`config.mk`:
```
export PLATFORM = sky130hd
export DESIGN_NAME = ofifo_rd_sched
export DESIGN_NICKNAME = d
export VERILOG_FILES = /design/src/rtl/ofifo_pkg.sv /design/src/rtl/ofifo_rd_sched_rr_arbiter.sv /design/src/rtl/ofifo_rd_sched.sv
export SDC_FILE = /design/constraint.sdc
export NUM_CORES = 1
export LEC_CHECK = 0
export ABC_AREA = 1
export CAP_MARGIN = 20
export CELL_PAD_IN_SITES_DETAIL_PLACEMENT = 2
export CELL_PAD_IN_SITES_GLOBAL_PLACEMENT = 2
export CORE_UTILIZATION = 17
export CTS_BUF_LIST = sky130_fd_sc_hd__clkbuf_16
export DETAILED_ROUTE_END_ITERATION = 8
export PLACE_DENSITY = 0.91
export RECOVER_POWER = 100
export SYNTH_ARGS = -nofsm -noshare
export SYNTH_HDL_FRONTEND = slang
export SYNTH_SLANG_ARGS = --single-unit
```
`constraint.sdc`:
```
create_clock -name rd_clk -period 3.5 [get_ports rd_clk]
set_clock_uncertainty 0.05 [all_clocks]
set_input_delay 1.05 -clock rd_clk [delete_from_list [all_inputs] [get_ports rd_clk]]
set_output_delay 1.05 -clock rd_clk [all_outputs]
set_load 0.03 [all_outputs]
```
`src/rtl/ofifo_pkg.sv`:
```
// Shared types and helpers for the output-FIFO read scheduler.
package ofifo_pkg;

    typedef enum logic [0:0] {IDLE = 1'b0, ROW_RUN = 1'b1} sched_state_t;

    localparam logic MODE_RR  = 1'b0;
    localparam logic MODE_ROW = 1'b1;

    function automatic logic [31:0] onehot(input int idx);
        return 32'd1 << idx;
    endfunction

endpackage

```
`src/rtl/ofifo_rd_sched_rr_arbiter.sv`:
```
// Combinational round-robin grant: first requester at or after ptr, scanning upward with wrap.
module rr_arbiter #(
    parameter int N     = 8,
    parameter int IDX_W = (N > 1) ? $clog2(N) : 1
) (
    input  logic [N-1:0]     req,
    input  logic [IDX_W-1:0] ptr,
    output logic [N-1:0]     gnt,
    output logic [IDX_W-1:0] gnt_idx
);
    import ofifo_pkg::*;

    logic             found;
    logic [IDX_W-1:0] idx;

    always_comb begin
        gnt     = '0;
        gnt_idx = '0;
        found   = 1'b0;
        idx     = '0;
        for (int i = 0; i < N; i++) begin
            idx = IDX_W'((32'(ptr) + 32'(i)) % 32'(N));
            if (!found && req[idx]) begin
                found   = 1'b1;
                gnt_idx = idx;
                gnt     = N'(onehot(int'(idx)));
            end
        end
    end

endmodule

```
`src/rtl/ofifo_rd_sched.sv`:
```
// Read-side scheduler for a bank of column FIFOs: round-robin or lockstep row draining
// onto a single valid/ready port, accounting for the FIFOs' registered read latency.
//
//   state   | meaning
//   IDLE    | RR arbitration, or waiting for every column to be non-empty to start a row
//   ROW_RUN | issuing columns col_idx..NUM_FIFO-1 of the current row in order
module ofifo_rd_sched
    import ofifo_pkg::*;
#(
    parameter int NUM_FIFO  = 8,
    parameter int BW        = 20,
    parameter int ROW_CNT_W = 8,
    parameter int IDX_W     = $clog2(NUM_FIFO)
) (
    input  logic                   rd_clk,
    input  logic                   reset,
    input  logic                   en,
    input  logic                   mode,
    input  logic [NUM_FIFO-1:0]    fifo_empty,
    input  logic [NUM_FIFO*BW-1:0] fifo_dout,
    output logic [NUM_FIFO-1:0]    fifo_rd,
    output logic [BW-1:0]          out_data,
    output logic                   out_valid,
    input  logic                   out_ready,
    output logic [IDX_W-1:0]       out_src,
    output logic                   row_done,
    output logic [ROW_CNT_W-1:0]   row_cnt,
    output logic                   busy
);

    localparam logic [0:0]       ST_IDLE    = IDLE;
    localparam logic [0:0]       ST_ROW_RUN = ROW_RUN;
    localparam logic [IDX_W-1:0] LAST_COL   = IDX_W'(NUM_FIFO - 1);

    logic [0:0]          state, next_state;
    logic [IDX_W-1:0]    col_idx, next_col;
    logic [IDX_W-1:0]    rr_ptr, next_ptr;
    logic                out_last;
    logic                slot_free, can_issue;
    logic                issue, issue_last;
    logic [IDX_W-1:0]    issue_idx;
    logic [NUM_FIFO-1:0] rr_gnt;
    logic [IDX_W-1:0]    rr_idx;
    logic [BW-1:0]       dout_arr [NUM_FIFO];

    for (genvar g = 0; g < NUM_FIFO; g++) begin : g_dout
        assign dout_arr[g] = fifo_dout[g*BW +: BW];
    end

    rr_arbiter #(.N(NUM_FIFO), .IDX_W(IDX_W)) u_rr_arbiter (
        .req     (~fifo_empty),
        .ptr     (rr_ptr),
        .gnt     (rr_gnt),
        .gnt_idx (rr_idx)
    );

    assign slot_free = !out_valid || out_ready;
    assign can_issue = en && slot_free && !reset;

    // Columns are not re-checked for emptiness inside a row: all held a word at row start.
    always_comb begin
        issue      = 1'b0;
        issue_idx  = '0;
        issue_last = 1'b0;
        next_state = state;
        next_col   = col_idx;
        next_ptr   = rr_ptr;
        if (can_issue) begin
            if (state == ST_ROW_RUN) begin
                issue      = 1'b1;
                issue_idx  = col_idx;
                issue_last = (col_idx == LAST_COL);
                if (issue_last) begin
                    next_col   = '0;
                    next_state = ST_IDLE;
                end else begin
                    next_col = col_idx + 1'b1;
                end
            end else if (mode == MODE_ROW) begin
                if (fifo_empty == '0) begin
                    issue      = 1'b1;
                    next_col   = IDX_W'(1);
                    next_state = ST_ROW_RUN;
                end
            end else if (rr_gnt != '0) begin
                issue     = 1'b1;
                issue_idx = rr_idx;
                next_ptr  = (rr_idx == LAST_COL) ? '0 : rr_idx + 1'b1;
            end
        end
    end

    assign fifo_rd  = issue ? NUM_FIFO'(onehot(int'(issue_idx))) : '0;
    assign out_data = dout_arr[out_src];
    assign row_done = out_valid && out_ready && out_last && !reset;
    assign busy     = out_valid || (state == ST_ROW_RUN);

    always_ff @(posedge rd_clk) begin
        if (reset) begin
            state     <= ST_IDLE;
            col_idx   <= '0;
            rr_ptr    <= '0;
            out_valid <= 1'b0;
            out_src   <= '0;
            out_last  <= 1'b0;
            row_cnt   <= '0;
        end else begin
            state   <= next_state;
            col_idx <= next_col;
            rr_ptr  <= next_ptr;
            if (issue) begin
                out_valid <= 1'b1;
                out_src   <= issue_idx;
                out_last  <= issue_last;
            end else if (out_ready) begin
                out_valid <= 1'b0;
                out_last  <= 1'b0;
            end
            if (row_done) begin
                row_cnt <= row_cnt + 1'b1;
            end
        end
    end

endmodule

```
# Word level (Yosys, flattened, before mapping)
# Index checks and enable logic that the tools add are counted.
# classes
shift	9
add_sub_neg	10
reduce_logical	30
mux	65
order_cmp	9
eq_ne	2
bitwise_logic	4
# op_table
op	count
$mux W8	9
$shl A1 B3 Y8 const A	9
$bmux W20 S3	1
$mux W3	17
$mux W20	2
$lt A3 B4 Y1 const B	8
$mux W1	28
$bmux W1 S3	8
$add A3 B3 Y3 const B	4
$logic_and A1 B1 Y1	12
$add A3 B1 Y3 const B	3
$logic_not A1 Y1	9
$add A8 B1 Y8 const B	1
$logic_not A8 Y1	1
$not A8 Y8	1
$reduce_bool A8 Y1	1
$add A3 B2 Y3 const B	2
$eq A3 B3 Y1 const B	2
$reduce_bool A2 Y1	3
$ge A4 B4 Y1 const B	1
$not A3 Y4	1
$reduce_and A4 Y1	1
$reduce_and A3 Y1	1
$logic_or A1 B1 Y1	2
$not A1 Y1	2
# word_totals
out_inout_bits	42
inputBits	173
wordCells	136
ff_bits	20

# Depth between registers and ports, before layout
# Gate-level depths: netlist of run 1.
# depth
depth_word	32
mapped_depth	28
ltp_nobuf	25

# By module
# A second synthesis of run 1 with hierarchy kept.
# hier_totals
cells_unflattened	784
hier_area_um2	4159.0
# by_module_without_submodules
module	seq_area_each_um2	n_inst	cells_per_inst	area_each_um2
ofifo_rd_sched	400.4	1	476	2591.2
rr_arbiter	0.0	1	308	1567.8

# Worst setup path before layout of run 1
# OpenSTA, ideal clock, no wires.
# synth_path
path_type	reg-to-output
start	register rr_ptr[0]
end	output port fifo_rd[2]
arrival_time_ns	2.990
slack_ns	-0.590
path_stages_with_launch	24
cell_sequence	dfxtp_1 buf_6 inv_4 buf_8 ha_1 buf_2 inv_1 nand3_2 nand2_1 nand2_1 nand2_4 nand2_1 or2_0 nand3_1 nor2_1 nor2_1 nor2_1 nand2_1 nand2_2 nand2_4 nand3_4 nand2_4 nand2_4 nor2_1
# synth_via
elab_chain_cells	31
# synth_lines
item	line_no	rtl
start: declaration	ofifo_rd_sched.sv:37	logic [IDX_W-1:0] rr_ptr, next_ptr;
start signal: assignment	ofifo_rd_sched.sv:110	rr_ptr <= next_ptr;
branches (longest 30 deep; another with $add A3 B1 Y3)	-	
$mux W8 *	ofifo_rd_sched.sv:93	assign fifo_rd = issue ? NUM_FIFO'(onehot(int'(issue_idx))) : '0;
end: declaration	ofifo_rd_sched.sv:21	output logic [NUM_FIFO-1:0] fifo_rd,
# Every way passes the cells marked *. The select of a mux whose other input is x is not followed.

# Final worst setup path of run 1
# layout_path
start	input port fifo_empty[0]
end	output port fifo_rd[2]
# layout_via
elab_chain_cells	32
# layout_lines
item	line_no	rtl
start: declaration	ofifo_rd_sched.sv:19	input logic [NUM_FIFO-1:0] fifo_empty,
$not A8 Y8	ofifo_rd_sched.sv:51	.req (~fifo_empty),
$bmux W1 S3	ofifo_rd_sched_rr_arbiter.sv:23	if (!found && req[idx]) begin
$mux W1 (not written as such)	ofifo_rd_sched_rr_arbiter.sv:23	
$mux W1	ofifo_rd_sched_rr_arbiter.sv:23	
$logic_not A1 Y1	ofifo_rd_sched_rr_arbiter.sv:23	
$logic_and A1 B1 Y1	ofifo_rd_sched_rr_arbiter.sv:23	
$mux W1	ofifo_rd_sched_rr_arbiter.sv:23	
$logic_not A1 Y1	ofifo_rd_sched_rr_arbiter.sv:23	
[16 not listed]	-	
$mux W8	ofifo_rd_sched_rr_arbiter.sv:23	
$reduce_bool A8 Y1	ofifo_rd_sched.sv:85	end else if (rr_gnt != '0) begin
$mux W3	ofifo_rd_sched.sv:85	
$mux W3	ofifo_rd_sched.sv:79	end else if (mode == MODE_ROW) begin
$mux W3	ofifo_rd_sched.sv:69	if (state == ST_ROW_RUN) begin
$mux W3	ofifo_rd_sched.sv:68	if (can_issue) begin
$shl A1 B3 Y8	ofifo_pkg.sv:10	return 32'd1 << idx;
$mux W8 *	ofifo_rd_sched.sv:93	
# Mark *: on every way between the ends. The rest lies on a longest branch, timed or not. The select of a mux whose other input is x is not followed.

==> qor.yml, run 1 <==
gp_congestion: 0.879
synth_area_mm2: 0.00403
layout-drive-gt1-share: 0.300
placed_cells: 1335
worstSkewPairLatency_ns: 0.26
critical-path-slowest-cell: "sky130_fd_sc_hd__nor2_8"
floorplan.initialDensity: 0.176
irDropWorstVdd_mv: 0.185
root_buffer: "sky130_fd_sc_hd__clkbuf_16"
hold_viol_final: 0
r2r_start: "rr_ptr[1]"
io_buffers: 214
global_route.usage.total: 0.218
ys_seq_area_frac: 0.0994
post_cts_hold_buffer_count: 0
final.fill_count: 2730
cts.path.max_buffers: 2
clk_pin_slew_ns: 0.06
synth_fp_nets: 934
drt-wirelength-per-cell_um: 21.9
grt_remaining_overflow: 0
final_core_util: 0.355
place_hpwl_um: 21200
vias_per_cell: 4.96
startpoint: "fifo_empty[0]"
kind_of_cell_adding_the_most_delay_to_the_critical_path: "simple AND/OR/NAND/NOR gates"
path_max_fanout: 7
critPathMaxStageDelay_ns: 0.22
drtAntennaViolNets: 0
period_share: 1.29
fp.dieArea_mm2: 0.0243
postSynthRegisterBits: 20
hold_path_depth: 2
synthesis.instances: 750
crit_buf_inv: 4
reg2regPathDepth: 24
slew-limit-headroom: 0.449
reg2reg_setup_slack_ns: 0.02
timing.critical_path.required_ns: 2.40
status: "finished with violations"
power.static_leakage_uw: 0.00360
worst_hold_startpoint: "col_idx[1]"
wirelength_um: 29900
floorplan.core_area_mm2: 0.0229
core.rowCount: 55
first_global_vias: 7228
ios: 215
drt_iter0_markers: 287
worst_hold_path_type: "reg2reg"
syn_avg_cell_area_um2: 5.37
worst_ep_arrival_time_ns: 3.41
layout_setup_ws_ns: -1.01
cts_inserted_buffers: 3
period_needed_ns: 4.51
synthToLayoutAreaGrowth_pct: 102
end_kind: "primary output"
finalNonFillerCells: 1363
initial_antenna_violation_count: 0
via_count: 6767
grt_start_max_net_pins: 47
critPathKind: "in2out"
insertedDiodeCount: 0
maxCapViolations: 0
crit-reg2reg-capture: "rr_ptr[0]"
rsz_0062_raised_after_global_routing: "yes"
drt_pre_antenna_iters: 4
yosysUniqueCellTypes: 42
dieWidth_um: 156
worst_slew_pin_slew_ns: 0.827
drt_drc_violations_left: 0
hold-path-endpoint: "col_idx[1]"
power.density_cell_area_mw_per_mm2: 472
tritoncts_clock_tree: "done"
clk_sinks: 20
cp_cell_sequence: "buf_8, nand2_4, nand3_4, nand2_4, nand2_4, nand2_4, nor2_8, nand3_4, o21ai_2, inv_1, nand2_1, nor2_2, nand2_2, nand2_2, nand2_4, nand3_2, nand2_4, buf_4, nand2_2, nor2_4, buf_12"
startpoint_type: "primary input"
violations: "negative setup slack"
yosysWarnings: 0
htreeDepth: 1
cell_repeated_most_along_the_worst_path: "sky130_fd_sc_hd__nand2_4"
clock.fmax_ghz: 0.222
report.final.setup_viol: 14
finalSetupTns_ns: -8.77
finalMaxSlewViolations: 0
grt_pass1_wl_um: 40900
nets: 1235
chipHeight_um: 156
==> worst max-delay path by stage <==
stage	endpoint	slack, ns	depth (start not counted)
floorplan	fifo_rd[1]	-0.29	25
global placement	fifo_rd[0]	-1.32	21
detailed placement	fifo_rd[2]	-1.45	19
CTS	fifo_rd[0]	-0.80	21
global route	fifo_rd[2]	-1.14	23
finish	fifo_rd[2]	-1.01	21
==> power breakdown <==
group          internal [µW]  switching (µW)  total [µW]
sequential               246            33.7         280
clock                    228             102         329
combinational           1300            1940        3230
==> metal layers <==
metal,GRT usage,vias to the layer above,part of all wire
li1,-,3103,-
met1,0.228,3285,0.36
met2,0.427,284,0.53
met3,0.0383,95,0.058
met4,0.0840,0,0.044
met5,0,-,0
==> synthesized netlist by cell type, drive strengths merged <==
cell	count	area, µm²
dfxtp	20	400
a21oi	14	70.1
o22ai	23	144
nand3b	2	15.0
clkbuf	29	109
clkinv	2	8.75
o21bai	1	7.51
nand3	60	380
nand4	13	103
nor2	207	840
a211oi	1	7.51
nor3	8	40.0
nor3b	2	15.0
nor4	3	18.8
ha	11	138
or2	2	12.5
o21ai	108	544
o211ai	2	20.0
inv	55	211
and3	1	6.26
nand2	154	711
buf	12	100
a31oi	20	125
==> kinds of logic after synthesis <==
group,synth area share
and+or+nand+nor,0.532
DFF,0.0994
adders and majority gates,0.0342
buffers and inverters,0.107
AOI/OAI and AO/OA,0.228
==> worst min-delay path, stage by stage, from the launching register on <==
cell and delay (ns):
sky130_fd_sc_hd__dfxtp_1 0.33, sky130_fd_sc_hd__nand2_1 0.07, sky130_fd_sc_hd__a21oi_1 0.05
==> placed cells by master, fill, tap and decap left out, types with 3 or more instances in the layout <==
cell,n
sky130_fd_sc_hd__clkdlybuf4s50_1,165
sky130_fd_sc_hd__inv_2,11
sky130_fd_sc_hd__nand2_2,19
sky130_fd_sc_hd__o21ai_2,3
sky130_fd_sc_hd__nand2_4,38
sky130_fd_sc_hd__nor2_4,13
sky130_fd_sc_hd__nor2_2,6
sky130_fd_sc_hd__nand3_4,16
sky130_fd_sc_hd__nand3_2,15
sky130_fd_sc_hd__nor2_1,186
sky130_fd_sc_hd__nand3_1,29
sky130_fd_sc_hd__buf_4,135
sky130_fd_sc_hd__o21ai_1,6
sky130_fd_sc_hd__inv_1,38
sky130_fd_sc_hd__dlygate4sd3_1,12
sky130_fd_sc_hd__nand2_8,7
sky130_fd_sc_hd__a21oi_1,12
sky130_fd_sc_hd__nor3_1,8
sky130_fd_sc_hd__nand2_1,90
sky130_fd_sc_hd__inv_4,7
sky130_fd_sc_hd__dfxtp_1,17
sky130_fd_sc_hd__o22ai_1,22
sky130_fd_sc_hd__clkbuf_16,3
sky130_fd_sc_hd__o21ai_0,99
sky130_fd_sc_hd__buf_12,9
sky130_fd_sc_hd__nand4_1,11
sky130_fd_sc_hd__buf_8,3
sky130_fd_sc_hd__buf_6,11
sky130_fd_sc_hd__a31oi_1,20
sky130_fd_sc_hd__ha_1,8
==> registers in the layout, indices dropped and copies added (netlist names) <==
register	count
out_src	3
out_valid	1
rr_ptr	3
out_last	1
col_idx	3
state	1
row_cnt	8
==> metrics by stage <==
stage	power (µW)	area, µm²	setup slack (ns)	hold WS (ns)
floorplan	1700	4190	-0.288	0.393
global placement	2710	7260	-1.32	0.414
detailed placement	2850	7260	-1.45	0.436
CTS	3450	7820	-0.801	0.445
global route	4030	8140	-1.14	0.501
finish	3840	8140	-1.01	0.455
==> timing repair <==
item / in CTS / in global routing
setup buffers: 7 / 17
pin swaps: 52 / 38
gates resized for setup: 137 / 43
endpoints found under the setup margin: 16 / 12
==> layout make-up <==
type	count	area, µm²	area share
clock buffer	3	75.1	0.00923
clock inverter	1	30.0	0.00369
sequential	20	407	0.0500
timing repair buffer	337	3140	0.386
tap	313	392	0.0481
multi-input combinational	632	3850	0.474
inverter	57	236	0.0291
No activity file was read; power rests on OpenSTA's default activity.
==> run 2, diff against run 1 <==
- ABC_CLOCK_PERIOD_IN_PS: unset -> 3500
==> results of run 2 <==
Same layout as run 1: the final DEF is identical, and so are final timing and power.
